File: src/rtl/random_ctrl.sv
// Galois LFSR random-number custom instruction with start/done handshake.
// Opcodes: NEXT, SEED, RANGE (restoring modulo, 33-cycle latency), PEEK.
module random_ctrl #(
  parameter logic [31:0] LFSR_MASK    = 32'h80200003,
  parameter logic [31:0] SEED_DEFAULT = 32'h00000001
) (
  input  logic        clk,
  input  logic        reset,
  input  logic        clk_en,
  input  logic        start,
  input  logic [31:0] dataA,
  input  logic [31:0] dataB,
  output logic        done,
  output logic [31:0] result
);

  localparam int unsigned DW = 32;
  localparam int unsigned CW = 5;

  typedef enum logic {
    S_IDLE = 1'b0,
    S_MOD  = 1'b1
  } state_t;

  state_t          r_state, w_state_nxt;
  logic [DW-1:0]   r_lfsr, w_lfsr_nxt;
  logic [CW-1:0]   r_cnt, w_cnt_nxt;
  logic [DW:0]     r_rem, w_rem_nxt;
  logic [DW-1:0]   r_dvd, w_dvd_nxt;
  logic [DW-1:0]   r_dvs, w_dvs_nxt;
  logic            r_done, w_done_nxt;
  logic [DW-1:0]   r_result, w_result_nxt;

  logic [DW-1:0]   w_lfsr_step;
  logic [DW-1:0]   w_seed;
  logic [DW:0]     w_rem_sh;
  logic [DW:0]     w_rem_sub;
  logic [DW:0]     w_rem_new;
  logic            w_ge;
  logic            w_unused_bits;

  assign w_lfsr_step = r_lfsr[0] ? ((r_lfsr >> 1) ^ LFSR_MASK) : (r_lfsr >> 1);
  assign w_seed      = (dataB == '0) ? SEED_DEFAULT : dataB;

  // One restoring-division step: shift in next dividend bit, subtract if it fits.
  assign w_rem_sh  = {r_rem[DW-1:0], r_dvd[DW-1]};
  assign w_rem_sub = w_rem_sh - {1'b0, r_dvs};
  assign w_ge      = (w_rem_sh >= {1'b0, r_dvs});
  assign w_rem_new = w_ge ? w_rem_sub : w_rem_sh;

  // Opcode upper bits and remainder MSB never feed logic.
  assign w_unused_bits = &{1'b0, dataA[31:2], r_rem[DW]};

  always_comb begin
    w_state_nxt  = r_state;
    w_lfsr_nxt   = r_lfsr;
    w_cnt_nxt    = r_cnt;
    w_rem_nxt    = r_rem;
    w_dvd_nxt    = r_dvd;
    w_dvs_nxt    = r_dvs;
    w_done_nxt   = 1'b0;
    w_result_nxt = r_result;
    case (r_state)
      S_IDLE: begin
        if (start) begin
          case (dataA[1:0])
            2'b00: begin
              w_lfsr_nxt   = w_lfsr_step;
              w_result_nxt = w_lfsr_step;
              w_done_nxt   = 1'b1;
            end
            2'b01: begin
              w_lfsr_nxt   = w_seed;
              w_result_nxt = w_seed;
              w_done_nxt   = 1'b1;
            end
            2'b10: begin
              w_lfsr_nxt  = w_lfsr_step;
              w_dvd_nxt   = w_lfsr_step;
              w_dvs_nxt   = dataB;
              w_rem_nxt   = '0;
              w_cnt_nxt   = '0;
              w_state_nxt = S_MOD;
            end
            default: begin
              w_result_nxt = r_lfsr;
              w_done_nxt   = 1'b1;
            end
          endcase
        end
      end
      S_MOD: begin
        w_rem_nxt = w_rem_new;
        w_dvd_nxt = r_dvd << 1;
        w_cnt_nxt = r_cnt + CW'(1);
        if (r_cnt == CW'(DW - 1)) begin
          w_state_nxt  = S_IDLE;
          w_done_nxt   = 1'b1;
          w_result_nxt = w_rem_new[DW-1:0];
        end
      end
      default: w_state_nxt = S_IDLE;
    endcase
  end

  // All state advances only on clk_en-qualified edges.
  always_ff @(posedge clk or negedge reset) begin
    if (!reset) begin
      r_state  <= S_IDLE;
      r_lfsr   <= SEED_DEFAULT;
      r_cnt    <= '0;
      r_rem    <= '0;
      r_dvd    <= '0;
      r_dvs    <= '0;
      r_done   <= 1'b0;
      r_result <= '0;
    end else if (clk_en) begin
      r_state  <= w_state_nxt;
      r_lfsr   <= w_lfsr_nxt;
      r_cnt    <= w_cnt_nxt;
      r_rem    <= w_rem_nxt;
      r_dvd    <= w_dvd_nxt;
      r_dvs    <= w_dvs_nxt;
      r_done   <= w_done_nxt;
      r_result <= w_result_nxt;
    end
  end

  assign done   = r_done;
  assign result = r_result;

endmodule

File: config.mk
export PLATFORM = sky130hd
export DESIGN_NAME = random_ctrl
export DESIGN_NICKNAME = d
export VERILOG_FILES = /design/src/rtl/random_ctrl.sv
export SDC_FILE = /design/constraint.sdc
export NUM_CORES = 1
export LEC_CHECK = 0
export BUFFER_PORTS_ARGS = -buffer_cell sky130_fd_sc_hd__buf_4
export CORE_MARGIN = 4
export CORE_UTILIZATION = 50
export CTS_BUF_LIST = sky130_fd_sc_hd__clkbuf_16
export CTS_CLUSTER_DIAMETER = 40
export DETAILED_ROUTE_END_ITERATION = 7
export PLACE_DENSITY = 0.69
export SYNTH_ARGS = -nofsm -noshare
export SYNTH_HDL_FRONTEND = slang
export SYNTH_SLANG_ARGS = --single-unit
File: constraint.sdc
create_clock -name clk -period 4.2 [get_ports clk]
set_clock_uncertainty 0.05 [all_clocks]
set_input_delay 0.84 -clock clk [delete_from_list [all_inputs] [get_ports clk]]
set_output_delay 0.84 -clock clk [all_outputs]
set_load 0.005 [all_outputs]
==> flow_metrics.env <==
export IMPL_status="finished clean"
export IMPL_wl_mm=28.0
export IMPL_ys_seq_elements=167
export IMPL_antenna_found_initial=0
export IMPL_ctsResizeCount=0
export IMPL_cap_violations=0
export IMPL_syn_area_sq_mm=0.00997
export IMPL_n_fill_cell=1767
export IMPL_insertedDiodeCount=0
export IMPL_synth_fa_ha_area_frac=0.0447
export IMPL_grtUsageTotal=0.255
export IMPL_syn_area_per_cell_sq_um=9.27
export IMPL_cp_top_family="compound AO/OA/AOI/OAI gates"
export IMPL_wire_per_inst_um=20.1
export IMPL_synth_top_family_by_area="compound AO/OA/AOI/OAI gates"
export IMPL_cts_hold_fix_buffers=0
export IMPL_crit_path_top_delay_cell="a2111o_1"
export IMPL_cts_tree="yes"
export IMPL_max_stage_delay_ns=0.56
export IMPL_grt_pass1_wl_mm=44.5
export IMPL_crit_buf_inv=0
export IMPL_ys_top_cells_by_area="dfrtp_1 42%, o21ai_0 5.9%, mux2i_1 5.5%, mux2_2 5.3%, nand2_1 5.2%"
export IMPL_rsz0062_at_grt="false"
export IMPL_met2_usage=0.413
export IMPL_dr_first_iter_drc_count=546
export IMPL_crit_arrival_ns=3.65
export IMPL_ant_nets=0
export IMPL_drive_above_1_share=0.164
export IMPL_die_h_um=149
export IMPL_finalPower_uw=8700
export IMPL_cp_start_kind="register"
export IMPL_yosysTopAreaCell="dfrtp_1"
export IMPL_synth_cell_types=74
export IMPL_synthFlopType="dfrtp_1"
export IMPL_grt_max_degree=104
export IMPL_top_usage_layer="met2"
export IMPL_syn_nets=1179
export IMPL_synth_common_cells="166 x dfrtp_1, 139 x nand2_1, 117 x o21ai_0"
export IMPL_tightest_slew_ns=1.03
export IMPL_reg2reg_to="result[31]$_DFFE_PN0P_"
export IMPL_synth_compound_area_frac=0.225
export IMPL_required_ns=4.43
export IMPL_cts_sinks=167
export IMPL_via_per_inst=6.01
export IMPL_timing_final_crit_share=0.814
export IMPL_grt_overflow_total=0
export IMPL_max_freq_ghz=0.292
export IMPL_dieArea_sq_mm=0.0223
export IMPL_synth_xor_area_frac=0.0272
export IMPL_synth_area_mux_share=0.108
export IMPL_r2r_slack_ns=0.78
export IMPL_critPathCaptureType="register"
export IMPL_rr_worst_depth=10
export IMPL_core_area_sq_mm=0.0195
export IMPL_initial_core_util=0.511
export IMPL_synth_simple_area_share=0.128
export IMPL_final_setup_tns_ns=0
export IMPL_root_buffer="clkbuf_16"
export IMPL_p_per_area_mw_per_mm2=770
export IMPL_gp_congestion=0.892
export IMPL_firstDrtPassIters=5
export IMPL_rows=51
export IMPL_period_minus_slack_ns=3.42
export IMPL_report_final_slew_viol_count=0
export IMPL_yosysMostFrequentCell="dfrtp_1"
export IMPL_setup_viol=0
export IMPL_maxSlewHeadroom=0.314
export IMPL_port_buffers=70
export IMPL_synthToLayoutAreaGrowth_pct=13.4
export IMPL_hold_violations=0
export IMPL_groute_layer_met3_usage=0.0368
export IMPL_hpwlAfterDp_mm=20.0
export IMPL_netlist_instances=1076
export IMPL_path_cells="ha_1 -> and3_1 -> nand2_1 -> nor4_1 -> nand4b_1 -> a21boi_2 -> a2111o_1 -> nor2_4 -> a311oi_1 -> o221ai_1"
export IMPL_die_w_um=149
export IMPL_r2r_start="r_rem[5]$_DFFE_PN0P_"
export IMPL_drc_errors=0
export IMPL_final_nets=1221
export IMPL_clk_latency_ns=0.43
export IMPL_clk_path_buf_depth=2
export IMPL_synth_top_area_share=0.417
export IMPL_ios=101
export IMPL_hp_class="in -> async"
export IMPL_ir_worst_vdd_mv=0.395
export IMPL_ys_async_sr_fraction=1.00
export IMPL_power_leakage_uw=0.00523
export IMPL_crit_fanout=15
export IMPL_cts_setup_buffers=0
export IMPL_clk_pin_slew_ns=0.07
export IMPL_synth_warning_count=0
export IMPL_grt_use_met1=0.355
export IMPL_seq_area_frac_synth=0.419
export IMPL_synth_edff_count=0
export IMPL_grt_pass1_vias=8188
export IMPL_cts_buffers=17
export IMPL_htreeDepth=4
export IMPL_worstSetupPathType="reg -> reg"
export IMPL_vias=8393
==> area by class of cell <==
class                      count  area, sq um  share of cell area
clock buffer                  17          425              0.0376
clock inverter                15          178              0.0157
inverter                      47          176              0.0156
multi-input combinational    796         5340               0.472
sequential                   167         4180               0.370
tap                          265          332              0.0293
timing repair buffer          89          672              0.0594
==> how the worst max path moves through the flow <==
stage,start,to,cells after the start
2_1_floorplan,r_rem[5]$_DFFE_PN0P_,r_rem[10]$_DFFE_PN0P_,10
3_3_place_gp,r_rem[5]$_DFFE_PN0P_,result[31]$_DFFE_PN0P_,10
3_5_place_dp,r_rem[13]$_DFFE_PN0P_,result[8]$_DFFE_PN0P_,10
4_1_cts,r_rem[13]$_DFFE_PN0P_,result[8]$_DFFE_PN0P_,10
5_1_grt,r_dvs[19]$_DFFE_PN0P_,result[7]$_DFFE_PN0P_,11
6_report,r_rem[5]$_DFFE_PN0P_,result[31]$_DFFE_PN0P_,10
==> placed cells by master, fill, tap and decap left out, types with 14 or more instances in the layout <==
| master | Yosys | layout |
|---|---|---|
| a21o_1 | 29 | 29 |
| a21oi_1 | 50 | 50 |
| a31oi_1 | 20 | 20 |
| buf_4 | 4 | 88 |
| clkbuf_16 | 0 | 17 |
| dfrtp_1 | 166 | 165 |
| ha_1 | 34 | 34 |
| inv_1 | 45 | 46 |
| mux2_2 | 47 | 47 |
| mux2i_1 | 55 | 55 |
| nand2_1 | 139 | 139 |
| nand2b_1 | 15 | 15 |
| nand3_1 | 18 | 18 |
| nor2_1 | 50 | 48 |
| o211ai_1 | 30 | 30 |
| o21ai_0 | 117 | 117 |
| o21ai_1 | 15 | 14 |
| xnor2_1 | 23 | 23 |
==> routing by layer <==
layer	up-vias	wire, um
li1	3963	-
met1	4100	12400
met2	289	13400
met3	41	1530
met4	0	775
met5	-	0
==> power breakdown <==
part | internal [uW] | total, uW | switching, uW
logic | 1860 | 4310 | 2450
clock network | 939 | 1630 | 693
registers | 2260 | 2760 | 503
==> kinds of logic (layout without fill, tap and decap cells) <==
group                      count (synthesis)  in the layout
AOI/OAI and AO/OA                        345            345
xor gates and xnor gates                  31             31
adders and majority gates                 35             35
buffers and inverters                    113            168
DFF                                      167            167
muxes                                    102            102
and+or+nand+nor                          283            283
==> flip-flops by register name (all words and copies together), names as in the netlist <==
register  flops
r_dvd        32
r_dvs        32
r_lfsr       32
r_rem        32
result       32
r_cnt         5
done          1
r_state       1
==> per-stage QoR <==
| step | hold slack (ns) | setup WS [ns] | cell area (sq um) | util | std cells |
|---|---|---|---|---|---|
| CTS | 0.423 | 0.802 | 11300 | 0.579 | 1396 |
| finish | 0.397 | 0.780 | 11300 | 0.579 | 1396 |
| floorplan | 0.399 | 1.38 | 9970 | - | 1076 |
| global route | 0.451 | 0.559 | 11300 | 0.579 | 1396 |
| global placement | 0.411 | 0.870 | 10700 | 0.548 | 1364 |
| detailed placement | 0.420 | 0.816 | 10700 | 0.548 | 1364 |
Note: power is estimated with default switching activity, not from simulation.
